**src/rtl/hazard_control.sv**
```systemverilog
// Pipeline sequencer: per-register hold/flush for load-use, mul/div, memory wait,
// branch redirect, trap and serializing instructions, plus watchdog and stall counter.
module hazard_control #(
    parameter int unsigned MULDIV_MAX_CYCLES = 64,
    parameter int unsigned STALL_COUNT_WIDTH = 32
) (
    input  logic                         clock,
    input  logic                         reset,
    input  logic                         fetchDecodeValid,
    input  logic [4:0]                   fetchDecodeRegister1,
    input  logic [4:0]                   fetchDecodeRegister2,
    input  logic                         fetchDecodeUses1,
    input  logic                         fetchDecodeUses2,
    input  logic                         fetchDecodeSerialize,
    input  logic                         decodeExecuteValid,
    input  logic                         decodeExecuteIsLoad,
    input  logic                         decodeExecuteIsMulDiv,
    input  logic [4:0]                   decodeExecuteDestinationRegister,
    input  logic                         executeMemoryValid,
    input  logic                         executeMemoryIsLoad,
    input  logic [4:0]                   executeMemoryDestinationRegister,
    input  logic                         memoryWritebackValid,
    input  logic                         branchTaken,
    input  logic                         trapRedirect,
    input  logic                         memoryRequest,
    input  logic                         memoryReady,
    input  logic                         muldivDone,
    output logic                         muldivStart,
    output logic                         muldivAbort,
    output logic                         memoryAbort,
    output logic                         pcHold,
    output logic                         fetchDecodeHold,
    output logic                         decodeExecuteHold,
    output logic                         executeMemoryHold,
    output logic                         fetchDecodeFlush,
    output logic                         decodeExecuteFlush,
    output logic                         executeMemoryFlush,
    output logic                         memoryWritebackFlush,
    output logic                         muldivTimeout,
    output logic [STALL_COUNT_WIDTH-1:0] stallCount
);

    localparam int unsigned WD_W = $clog2(MULDIV_MAX_CYCLES + 1);

    typedef enum logic [1:0] {
        RUN     = 2'd0,
        MULDIV  = 2'd1,
        MEMWAIT = 2'd2,
        DRAIN   = 2'd3
    } state_t;

    state_t                       state_q, state_d;
    logic [WD_W-1:0]              wd_q, wd_d;
    logic                         tmo_q, tmo_d;
    logic [STALL_COUNT_WIDTH-1:0] sc_q, sc_d;

    logic lu_hit, pipe_busy, mem_wait;
    logic pc_hold, fd_hold, de_hold, em_hold;
    logic fd_flush, de_flush, em_flush, mw_flush;
    logic md_start, md_abort, mem_abort;

    // Load-use detection: EM loads are never forwardable, so both stages count.
    always_comb begin : hazard_detect
        logic de_load, em_load, hit1, hit2;
        de_load = decodeExecuteValid && decodeExecuteIsLoad;
        em_load = executeMemoryValid && executeMemoryIsLoad;
        hit1 = fetchDecodeUses1 && (fetchDecodeRegister1 != 5'd0) &&
               ((de_load && (fetchDecodeRegister1 == decodeExecuteDestinationRegister)) ||
                (em_load && (fetchDecodeRegister1 == executeMemoryDestinationRegister)));
        hit2 = fetchDecodeUses2 && (fetchDecodeRegister2 != 5'd0) &&
               ((de_load && (fetchDecodeRegister2 == decodeExecuteDestinationRegister)) ||
                (em_load && (fetchDecodeRegister2 == executeMemoryDestinationRegister)));
        lu_hit    = fetchDecodeValid && (hit1 || hit2);
        pipe_busy = decodeExecuteValid || executeMemoryValid || memoryWritebackValid;
        mem_wait  = memoryRequest && !memoryReady;
    end

    always_comb begin : sequencer
        logic dispatch;
        state_d   = state_q;
        wd_d      = '0;
        tmo_d     = tmo_q;
        pc_hold   = 1'b0;
        fd_hold   = 1'b0;
        de_hold   = 1'b0;
        em_hold   = 1'b0;
        fd_flush  = 1'b0;
        de_flush  = 1'b0;
        em_flush  = 1'b0;
        mw_flush  = 1'b0;
        md_start  = 1'b0;
        md_abort  = 1'b0;
        mem_abort = 1'b0;
        dispatch  = 1'b0;

        if (trapRedirect) begin
            fd_flush  = 1'b1;
            de_flush  = 1'b1;
            em_flush  = 1'b1;
            md_abort  = (state_q == MULDIV);
            mem_abort = (state_q == MEMWAIT);
            state_d   = RUN;
        end else begin
            case (state_q)
                RUN: dispatch = 1'b1;
                MULDIV: begin
                    if (muldivDone) begin
                        state_d = RUN;
                    end else if (wd_q >= WD_W'(MULDIV_MAX_CYCLES)) begin
                        md_abort = 1'b1;
                        tmo_d    = 1'b1;
                        state_d  = RUN;
                    end else begin
                        pc_hold  = 1'b1;
                        fd_hold  = 1'b1;
                        de_hold  = 1'b1;
                        em_flush = 1'b1;
                        wd_d     = wd_q + WD_W'(1);
                    end
                end
                // The ready cycle is a normal RUN cycle, so a waiting mul/div starts right away.
                MEMWAIT: begin
                    if (memoryReady) begin
                        dispatch = 1'b1;
                    end else begin
                        pc_hold  = 1'b1;
                        fd_hold  = 1'b1;
                        de_hold  = 1'b1;
                        em_hold  = 1'b1;
                        mw_flush = 1'b1;
                    end
                end
                DRAIN: begin
                    if (mem_wait) begin
                        pc_hold  = 1'b1;
                        fd_hold  = 1'b1;
                        de_hold  = 1'b1;
                        em_hold  = 1'b1;
                        mw_flush = 1'b1;
                        state_d  = MEMWAIT;
                    end else if (pipe_busy) begin
                        pc_hold  = 1'b1;
                        fd_hold  = 1'b1;
                        de_flush = 1'b1;
                    end else begin
                        state_d = RUN;
                    end
                end
                default: state_d = RUN;
            endcase

            if (dispatch) begin
                state_d = RUN;
                if (mem_wait) begin
                    pc_hold  = 1'b1;
                    fd_hold  = 1'b1;
                    de_hold  = 1'b1;
                    em_hold  = 1'b1;
                    mw_flush = 1'b1;
                    state_d  = MEMWAIT;
                end else if (decodeExecuteValid && decodeExecuteIsMulDiv) begin
                    md_start = 1'b1;
                    pc_hold  = 1'b1;
                    fd_hold  = 1'b1;
                    de_hold  = 1'b1;
                    em_flush = 1'b1;
                    wd_d     = WD_W'(1);
                    state_d  = MULDIV;
                end else if (branchTaken) begin
                    fd_flush = 1'b1;
                    de_flush = 1'b1;
                end else if (fetchDecodeValid && fetchDecodeSerialize && pipe_busy) begin
                    pc_hold  = 1'b1;
                    fd_hold  = 1'b1;
                    de_flush = 1'b1;
                    state_d  = DRAIN;
                end else if (lu_hit) begin
                    pc_hold  = 1'b1;
                    fd_hold  = 1'b1;
                    de_flush = 1'b1;
                end
            end
        end

        sc_d = (pc_hold && (sc_q != '1)) ? sc_q + STALL_COUNT_WIDTH'(1) : sc_q;
    end

    always_ff @(posedge clock) begin
        if (reset) begin
            state_q <= RUN;
            wd_q    <= '0;
            tmo_q   <= 1'b0;
            sc_q    <= '0;
        end else begin
            state_q <= state_d;
            wd_q    <= wd_d;
            tmo_q   <= tmo_d;
            sc_q    <= sc_d;
        end
    end

    // Flush wins over hold on the same register; everything is quiet during reset.
    assign pcHold               = pc_hold && !reset;
    assign fetchDecodeHold      = fd_hold && !fd_flush && !reset;
    assign decodeExecuteHold    = de_hold && !de_flush && !reset;
    assign executeMemoryHold    = em_hold && !em_flush && !reset;
    assign fetchDecodeFlush     = fd_flush && !reset;
    assign decodeExecuteFlush   = de_flush && !reset;
    assign executeMemoryFlush   = em_flush && !reset;
    assign memoryWritebackFlush = mw_flush && !reset;
    assign muldivStart          = md_start && !reset;
    assign muldivAbort          = md_abort && !reset;
    assign memoryAbort          = mem_abort && !reset;
    assign muldivTimeout        = tmo_q;
    assign stallCount           = sc_q;

endmodule
```
**config.mk**
```make
export PLATFORM = sky130hd
export DESIGN_NAME = hazard_control
export DESIGN_NICKNAME = d
export VERILOG_FILES = /design/src/rtl/hazard_control.sv
export SDC_FILE = /design/constraint.sdc
export NUM_CORES = 1
export LEC_CHECK = 0
export ABC_AREA = 1
export ABC_CLOCK_PERIOD_IN_PS = 2000
export CAP_MARGIN = 10
export CORE_AREA = 2 2 83 85
export DETAILED_ROUTE_END_ITERATION = 8
export DIE_AREA = 0 0 85 87
export HOLD_SLACK_MARGIN = 0.02
export PLACE_DENSITY = 0.89
export SETUP_SLACK_MARGIN = 0.4
export SYNTH_ARGS = -nofsm -noshare
export SYNTH_HDL_FRONTEND = slang
export SYNTH_SLANG_ARGS = --single-unit
```
**constraint.sdc**
```tcl
create_clock -name clock -period 2 [get_ports clock]
set_input_delay 0.2 -clock clock [delete_from_list [all_inputs] [get_ports clock]]
set_output_delay 0.2 -clock clock [all_outputs]
set_load 0.01 [all_outputs]
```
; ---- Yosys cells after proc, flatten, opt, wreduce, memory -nomap -nowiden
; Cells that the tools add are included.
[totals]
in_bits = 37
out_inout_bits = 44
register_bits = 42
[classes]
muxes = 70
n_reduce_logical = 47
eq_ne = 10
add_sub_neg = 2
n_bitwise = 2
magnitude_cmp = 1
[ops]
columns = operator, n
row1 = $mux 1, 50
row2 = $mux 7, 6
row3 = $add 32x1->32 const B, 1
row4 = $ne 32x32->1 const B, 1
row5 = $logic_and 1x1->1, 30
row6 = $eq 5x5->1, 4
row7 = $mux 2, 9
row8 = $reduce_bool 5->1, 2
row9 = $add 7x1->7 const B, 1
row10 = $ge 7x7->1 const B, 1
row11 = $pmux 1 s3, 2
row12 = $logic_not 1->1, 5
row13 = $logic_or 1x1->1, 5
row14 = $eq 2x2->1 const B, 2
row15 = $ne 4x2->1 const B, 1
row16 = $ne 4x4->1 const B, 1
row17 = $pmux 1 s2, 2
row18 = $pmux 2 s2, 1
row19 = $reduce_and 4->1, 1
row20 = $reduce_and 3->1, 1
row21 = $reduce_bool 3->1, 1
row22 = $eq 2x1->1 const B, 1
row23 = $logic_not 2->1, 1
row24 = $not 1->1, 2
row25 = $reduce_or 2->1, 1

; ---- Longest topological paths before layout
; Gate-level depths: netlist of the first run.
[depth]
word_depth = 16
depth_mapped = 14

; ---- Worst setup path before layout of the first run
; Ideal clock, no wire load.
[synth_path]
kind = register to register
from = register sc_q[1] (netlist: stallCount[1])
to = register sc_q[4] (netlist: stallCount[4])
setup_slack_ps = 192
path_buffers = 1
period_less_slack_ps = 1808
path_stages_with_launch = 10
arrival_time_ps = 1676
setup_ps = 132
cell_sequence = dfxtp_1 ha_1 inv_1 nor3_4 nand2_2 nor2_4 nand4_4 clkbuf_1 nand4_1 a21oi_1
[synth_between]
elab_chain_len = 2
elab_cells_between_ends = 3
classes_between = add/sub: 1 / eq/ne: 1 / reduce/logical: 1
[synth_lines]
columns = element, line
row1 = "start, declared", 55  ; logic [STALL_COUNT_WIDTH-1:0] sc_q, sc_d;
row2 = "start signal, assigned", 193  ; sc_q <= '0;
row3 = "start signal, assigned", 198  ; sc_q <= sc_d;
row4 = branches (longest 2 deep; another with $add 32x1->32), n/a
; Parallel ways; which one is timed is not known.
; A chain may end at the register's enable or synchronous reset.

; ---- Worst setup path in the final report of the first run
[layout_path]
from = register state_q[0]
to = output decodeExecuteHold
[layout_between]
elab_chain_len = 12
elab_cells_between_ends = 22
classes_between = eq/ne: 3 / mux: 15 / reduce/logical: 4
[layout_lines]
columns = element, line
row1 = "start, declared", 52  ; state_t state_q, state_d;
row2 = "start signal, assigned", 195  ; state_q <= state_d;
row3 = $eq 2x2->1, 104  ; case (state_q)
row4 = $mux 1, 104
row5 = $mux 1, 177  ; end else if (lu_hit) begin
row6 = $mux 1, 172  ; end else if (fetchDecodeValid && fetchDecodeSerialize && pipe_busy) begin
row7 = $mux 1, 169  ; end else if (branchTaken) begin
row8 = $mux 1, 161  ; end else if (decodeExecuteValid && decodeExecuteIsMulDiv) begin
row9 = $mux 1, 154  ; if (mem_wait) begin
row10 = $mux 1, 152  ; if (dispatch) begin
row11 = $mux 1, 96  ; if (trapRedirect) begin
row12 = $logic_not 1->1, 205  ; assign decodeExecuteHold = de_hold && !de_flush && !reset;
row13 = $logic_and 1x1->1 * (2 in series), 205
row14 = "end, declared", 33  ; output logic decodeExecuteHold,
; Every way passes the cells marked *; elsewhere a longest branch is shown, timed or not. The select of a mux whose other input is x is not followed.

==> impl_results.md, run 1 <==
- I/O Buffers: 80
- Iter 0 DRT Violations: 445
- Clock root buffer: clkbuf_8
- Vias per cell: 5.93
- R2r setup slk: 0 ns
- FILL cells: 468
- Die Width: 85 um
- Routed len/inst: 17.7 um
- Fin. Hold Viols: 0
- Initial antenna violation count: 0
- Hold path depth: 2
- WHS Endpoint: stallCount[31]$_SDFFE_PP0P_
- Syn_nets: 551
- # nets final: 689
- Setup CP Type: reg -> out
- Vias in the first global route: 4,082
- Core area: 6570 um^2
- First-pass detailed-route iteration total: 5
- CP Buf/Inv Count: 5
- Max FO, Critical Path: 5
- Die Footprint: 7400 um^2
- H-tree depth: 2
- Status: complete, but fails checks
- Diodes inserted: 0
- Peak supply drop: 0.477 mV
- Crit start category: flop
- ANT nets after route: 0
- GR Util All Layers: 0.322
- Syn_area_per_cell: 6.21 um^2
- Hold path start: stallCount[31]$_SDFFE_PP0P_
- Synthesized cell area: 3170 um^2
- Post-DP HPWL: 7940 um
- CP Capture Type: output port
- Synth warn: 0
- First-pass GRT wire length: 19,100 um
- Worst slew margin: 0.735
- Final WS setup: -0.0288 ns
- Reg2Reg Depth: 14
- Minimum clock period: 2.03 ns
- Worst path most repeated cell: buf_4
- Critical-path cell list: inv_4 > nor2_4 > inv_2 > nor3_4 > nor2_2 > a21oi_2 > buf_4 > buf_4 > nand2_1 > nor2_1 > buf_2
- Initial Util: 0.483
- Slew @ Worst Pin: 0.395 ns
- Finish-stage setup viols: 3
- Io pins: 81
- Power Density: 421 nW/um^2
- Delay-heaviest family, CP: buffers and inverters
- Clock sinks: 42
- Fmax: 493 MHz
- CTS tree: yes
- Final wirelength: 12,900 um
- Worst min-delay path class: reg -> reg
- Total CTS buffers: 5
- Tcrit/Tclk final: 1.01
- Max-slew violation count: 0
- Critical Path AT: 1.83 ns
- Mapped Cells: 511
- Worst R2R End: stallCount[12]$_SDFFE_PP0P_
- Reg2reg start: state_q[1]$_SDFFE_PP0P_
- Worst skew pair latency: 0.31 ns
- Clock-pin slew on the worst setup and hold paths: 0.09 ns
- Max-cap violation count: 0
- Area of the multi-input gates: 2240 um^2
- CP max stage delay: 0.42 ns
- Failing checks: setup timing
- Via count: 4,332
- Final GP Congestion: 0.935
- Worst clock skew: 0.00590 ns
- Synthesized flop and latch total: 42
- # rows: 30
- RSZ-0062 raised after global routing: yes
- DP Area: 4370 um^2
- Largest net degree at the start of global routing: 34
- Crit-path slowest cell: dfxtp_4
- Area occupied by registers: 862 um^2
- Synth cell types: 32
- Overflow after GRT: 0
- Worst EP required: 1.80 ns
- Die height: 87 um
- Fraction of layout cells with a size suffix above 1: 0.249
- Syn-to-layout area delta: 57.4%
- Number of remaining DRC errors: 0
- Leakage Power: 2.18 nW
- Post-route cell area: 5000 um^2
- Post-synthesis sequential area ratio: 0.265
- Maximum buffer depth of the clock tree: 2
- Hold_ws: 0.492 ns
-- tightest hold or removal path: stages (launching register included) --
cell and delay (ns):
dfxtp_1 0.34, nand2_1 0.07, a21oi_1 0.05
-- registers in the layout (all words and copies together), names as in the netlist --
register,count
muldivTimeout,1
stallCount,32
state_q,2
wd_q,7
-- synth_stat cells (all sizes together) --
cell type  number  share of area
nand2         151           0.18
nor2           63          0.082
inv            58          0.069
dfxtp          42           0.26
nand4          42          0.088
a21oi          40          0.064
xor2           21          0.058
nor3           19          0.044
nand3          18          0.030
clkbuf         10          0.012
o21ai          10          0.016
xnor2          10          0.028
buf             8          0.019
nor4            6          0.014
nand3b          5          0.012
ha              3          0.012
a31oi           2         0.0039
clkinv          1         0.0012
nor3b           1         0.0024
o22ai           1         0.0020
-- worst max path at each step --
stage                                from                          end  slack, ns  cells past startpoint
2_1_floorplan  stallCount[0]$_SDFFE_PP0P_  stallCount[17]$_SDFFE_PP0P_       0.41                     10
3_3_place_gp      fetchDecodeRegister1[4]                       pcHold      -0.37                     12
3_5_place_dp      fetchDecodeRegister1[4]                       pcHold      -0.47                     12
4_1_cts           state_q[0]$_SDFFE_PP0P_                       pcHold       0.07                     10
5_1_grt           state_q[0]$_SDFFE_PP0P_            decodeExecuteHold      -0.11                     11
6_report          state_q[0]$_SDFFE_PP0P_            decodeExecuteHold      -0.03                     11
-- area by class of cell --
type,instances,share of cell area
clock buffers,6,0.0145
clock inverters,2,0.00751
inverters,59,0.0458
multi-input cells,392,0.449
flip-flops and latches,42,0.173
repair buffers,149,0.291
well taps,80,0.0200
-- stage by stage --
| step | util | power [mW] | std cells | setup WS [ns] | TNS, ns |
|---|---|---|---|---|---|
| after floorplan | - | 1.05 | 511 | 0.405 | 0 |
| after global placement | 0.665 | 1.24 | 695 | -0.368 | -7.27 |
| after detailed placement | 0.665 | 1.25 | 695 | -0.465 | -10.32 |
| after CTS | 0.733 | 2.05 | 724 | 0.0723 | 0 |
| after global routing | 0.761 | 2.16 | 730 | -0.113 | -2.36 |
| final | 0.761 | 2.10 | 730 | -0.0288 | -0.0519 |
-- timing repair --
| item | CTS | global route |
|---|---|---|
| setup endpoints to repair | 43 | 47 |
| resized for setup | 97 | 50 |
| cloned | 4 | 0 |
| buffers inserted | 17 | 6 |
| hold buffers | 0 | 0 |
| pin swaps | 26 | 34 |
-- layout by cell type, fill, tap and decap left out, types with 2 or more instances in the layout --
cell / instances
o21ai_0: 9
nor4_1: 4
buf_2: 9
buf_12: 5
inv_1: 44
nand4_1: 41
nand3_1: 15
nor3_4: 4
clkbuf_8: 5
buf_6: 10
nor2_2: 7
dfxtp_1: 33
nor3_2: 2
inv_4: 3
buf_4: 50
nor2_1: 50
xor2_1: 21
ha_1: 2
nand3b_1: 5
a31oi_1: 2
dfxtp_2: 5
nand2_2: 8
dlymetal6s2s_1: 8
a21oi_2: 12
buf_16: 4
nand3_4: 2
dlygate4sd2_1: 18
nand2_4: 4
xnor2_1: 10
clkdlybuf4s50_1: 44
dfxtp_4: 4
nand2_1: 138
nor2_4: 6
inv_2: 11
a21oi_1: 27
nor3_1: 13
-- metal layers --
layer | vias up | global-route usage | wire, um
li1 | 1955 | - | -
met1 | 2014 | 0.375 | 4750
met2 | 289 | 0.577 | 6490
met3 | 74 | 0.0512 | 1070
met4 | 0 | 0.154 | 622
met5 | - | 0 | 0
-- cells by family (layout without fill, tap and decap cells) --
| logic type | count (synthesis) | count (layout) | share of synthesized area |
|---|---|---|---|
| and+or+nand+nor | 305 | 305 | 0.452 |
| xor gates and xnor gates | 31 | 31 | 0.0855 |
| DFF | 42 | 42 | 0.265 |
| AOI/OAI and AO/OA | 53 | 53 | 0.0859 |
| buffers and inverters | 77 | 216 | 0.100 |
| adders and majority gates | 3 | 3 | 0.0118 |
-- power by group --
part	total [mW]	switching (mW)	internal, mW
sequential	0.847	0.00903	0.838
clock	0.694	0.321	0.373
combinational	0.560	0.289	0.271
total	2.10	0.619	1.48
Power figures use the tool's default switching activity.
==> run 2: changes to the inputs <==
--- a/config.mk
+++ b/config.mk
@@ -5,14 +5,13 @@
 export SDC_FILE = /design/constraint.sdc
 export NUM_CORES = 1
 export LEC_CHECK = 0
-export ABC_AREA = 1
 export ABC_CLOCK_PERIOD_IN_PS = 2000
 export CAP_MARGIN = 10
-export CORE_AREA = 2 2 83 85
+export CORE_AREA = 2 2 79 81
 export DETAILED_ROUTE_END_ITERATION = 8
-export DIE_AREA = 0 0 85 87
+export DIE_AREA = 0 0 81 83
 export HOLD_SLACK_MARGIN = 0.02
-export PLACE_DENSITY = 0.89
+export PLACE_DENSITY = 0.88
 export SETUP_SLACK_MARGIN = 0.4
 export SYNTH_ARGS = -nofsm -noshare
 export SYNTH_HDL_FRONTEND = slang
==> run 2 against run 1 <==
Against the previous run:
- the run still ends with setup timing left
- via count decreased by 2.9%
- synthesized area decreased by 15%
- sequential power about the same
- combinational power increased by 21%
- setup slack got worse by 0.66 ns
- non-clock buffer count increased by 57
- total power increased by 6.7%
- first-iteration DRC count increased by 7.6%
- design area increased by 5.9%
- critical path type is now reg -> reg
==> impl_results.md, run 2 <==
- Minimum clock period: 2.69 ns
- Max-slew violation count: 0
- Routed len/inst: 27.0 um
- Finished Core Util: 0.910
- Number of remaining DRC errors: 0
- Via count: 4,208
- Max-cap violation count: 0
- Die Width: 81 um
- # nets final: 566
- I/O Buffers: 80
- Critical-path cell list: nand4_1 > nor4_4 > buf_4 > and3_4 > buf_6 > nand4_1 > buf_4 > o31ai_1 > a21oi_1
- Crit path from: stallCount[16]$_SDFFE_PP0P_
- Synthesized flop and latch total: 42
- Top post-synthesis cells by area: dfxtp_1, xor2_1, a21oi_1, mux2_4, nor2_1
- Mux cell area share after synthesis: 0.0521
- Final WS setup: -0.687 ns
- H-tree depth: 2
- Simple logic cell fraction of the synthesized area: 0.345
- Worst min-delay path class: reg -> reg
- Reg2reg start: stallCount[16]$_SDFFE_PP0P_
- Synthesized cell area: 2710 um^2
- Worst clock skew: 0.00488 ns
- Switching power: 0.690 mW
- Maximum buffer depth of the clock tree: 2
- Core area: 5820 um^2
- Worst slew margin: 0.564
- Post-synthesis adder-cell area fraction: 0.0175
- Post-DP HPWL: 6860 um
- Syn_nets: 371
- Most common cell after layout, fill and taps aside: buf_4
- # rows: 28
- Instance count on the critical path: 9
- R2r setup slk: -0.69 ns
- Synth warn: 0
- Syn_area_per_cell: 8.20 um^2
- CTS tree: yes
- Max FO, Critical Path: 3
- Initial antenna violation count: 0
- Largest net degree at the start of global routing: 23
- Most common cell in the netlist: dfxtp_1
- Io pins: 81
- Combinational Power Share: 0.301
- Finish-stage setup viols: 36
- Sw Share: 0.308
- Post-synthesis sequential area ratio: 0.310
- Max reg flops: 32
- Setup CP Type: reg -> reg
- Worst slack, placed: -0.936 ns
- Syn-to-layout area delta: 95.1%
- Fraction of layout cells with a size suffix above 1: 0.531
- Initial Util: 0.466
- Failing checks: setup timing
- Share of the synthesized area in the top cell type: 0.310
- ANT nets after route: 0
- Int Power: 1.55 mW
- Fmax: 372 MHz
- Overflow after GRT: 0
- Power Density: 424 nW/um^2
- Most used flip-flop cell after synthesis: dfxtp_1
- Crit-path slowest cell: o31ai_1
- Vias per cell: 6.99
- Most frequent cells in the layout: buf_4, clkdlybuf4s50_1, dfxtp_1
- Clock-pin slew on the worst setup and hold paths: 0.09 ns
- Synth cell types: 44
- Final GP Congestion: 0.948
- Worst R2R End: stallCount[31]$_SDFFE_PP0P_
- Post-Layout Cell Count: 602
- Total CTS buffers: 5
- Vias in the first global route: 4,011
- Clock sinks: 42
- Reg2Reg Depth: 9
- Commonest cells post-synth: dfxtp_1, nor2_1, a21oi_1, xor2_1, nand3_1
- Pwr Total: 2.24 mW
- CP Buf/Inv Count: 3
- Delay-heaviest family, CP: simple AND/OR/NAND/NOR gates
- Compound-cell area share of the yosys netlist: 0.149
- Dominant cell type by area after synthesis: dfxtp_1
- Clk pwr share: 0.320
- Largest family of logic cells by synthesized area: simple AND/OR/NAND/NOR gates
- Final wirelength: 16,200 um
- Iter 0 DRT Violations: 479
- Worst skew pair latency: 0.31 ns
- CP max stage delay: 0.54 ns
- CP Capture Type: flop
- Crit start category: flop
- Leakage Power: 2.13 nW
- First-pass GRT wire length: 20,100 um
- Die Footprint: 6720 um^2
- Clock root buffer: clkbuf_8
- Worst EP required: 2.17 ns
- Worst Setup EP: stallCount[31]$_SDFFE_PP0P_
- Status: complete, but fails checks
- Number of flops mapped to enable cells by yosys: 0
- Peak supply drop: 0.516 mV
- Tcrit/Tclk final: 1.34
- Die height: 83 um
- First-pass detailed-route iteration total: 5
- Critical Path AT: 2.86 ns
- GR Util All Layers: 0.385
- Slew @ Worst Pin: 0.649 ns
- Hold_ws: 0.477 ns
- Ys async rst share: 0
- Flop pwr share: 0.378
- XOR/XNOR Fraction of Synth Area: 0.0775
- Diodes inserted: 0
- Mapped Cells: 331
- Fin. Hold Viols: 0
- Placed Instances: 565
- RSZ-0062 raised after global routing: yes
run 2: how the worst min path moves through the flow:
| stage | from | cells after the start | endpoint | slack (ns) |
|---|---|---|---|---|
| 2_1_floorplan | reset | 2 | stallCount[9]$_SDFFE_PP0P_ | 0.37 |
| 6_report | wd_q[5]$_SDFF_PP0_ | 2 | wd_q[6]$_SDFF_PP0_ | 0.48 |
| 4_1_cts | wd_q[5]$_SDFF_PP0_ | 2 | wd_q[6]$_SDFF_PP0_ | 0.47 |
| 3_5_place_dp | wd_q[5]$_SDFF_PP0_ | 2 | wd_q[6]$_SDFF_PP0_ | 0.45 |
| 5_1_grt | wd_q[5]$_SDFF_PP0_ | 2 | wd_q[6]$_SDFF_PP0_ | 0.51 |
| 3_3_place_gp | wd_q[5]$_SDFF_PP0_ | 2 | wd_q[6]$_SDFF_PP0_ | 0.45 |
run 2: routing by layer:
layer / part of all wire / GRT usage / vias to the layer above
li1: - / - / 1614
met1: 0.32 / 0.404 / 1949
met2: 0.47 / 0.666 / 459
met3: 0.10 / 0.0772 / 186
met4: 0.11 / 0.268 / 0
met5: 0 / 0 / -
run 2: worst register-to-register path, stage by stage, from the launching register on:
cell and delay [ns]:
dfxtp_2 0.35, nand4_1 0.18, nor4_4 0.36, buf_4 0.20, and3_4 0.20, buf_6 0.10
nand4_1 0.20, buf_4 0.22, o31ai_1 0.54, a21oi_1 0.20
run 2: cell type report:
class	instances	area [um^2]
clock buffers	7	76.3
fillers	213	523
multi-input cells	265	2350
repair buffers	206	1860
inverters	6	25.0
well taps	75	93.8
clock inverters	1	30.0
flip-flops and latches	42	856
run 2: through the flow:
| step | area (um^2) | TNS [ns] |
|---|---|---|
| finish | 5290 | -14.51 |
| global route | 5290 | -15.37 |
| CTS | 4890 | -5.81 |
| detailed placement | 4290 | -30.05 |
| global placement | 4290 | -26.79 |
| floorplan | 2750 | -1.84 |
run 2: power by group through the flow:
stage	Sequential (mW)	Clock, mW	Combinational [mW]
finish	0.848	0.718	0.676
global route	0.848	0.743	0.688
CTS	0.846	0.675	0.526
detailed placement	0.865	0	0.390
global placement	0.865	0	0.376
floorplan	0.867	0	0.172
run 2: repair_timing:
item	CTS	global route
buffers inserted	17	11
pin swaps	66	47
gates resized for setup	202	86
hold buffers	0	0
setup endpoints to repair	44	46
gates cloned	1	0
hold endpoints to repair	0	0
run 2: cells by family after synthesis:
logic type      count (synthesis)
simple gates                  165
fa+ha+maj                       4
mux                            10
compound gates                 62
flops                          42
buf+inv                        24
xor+xnor                       24
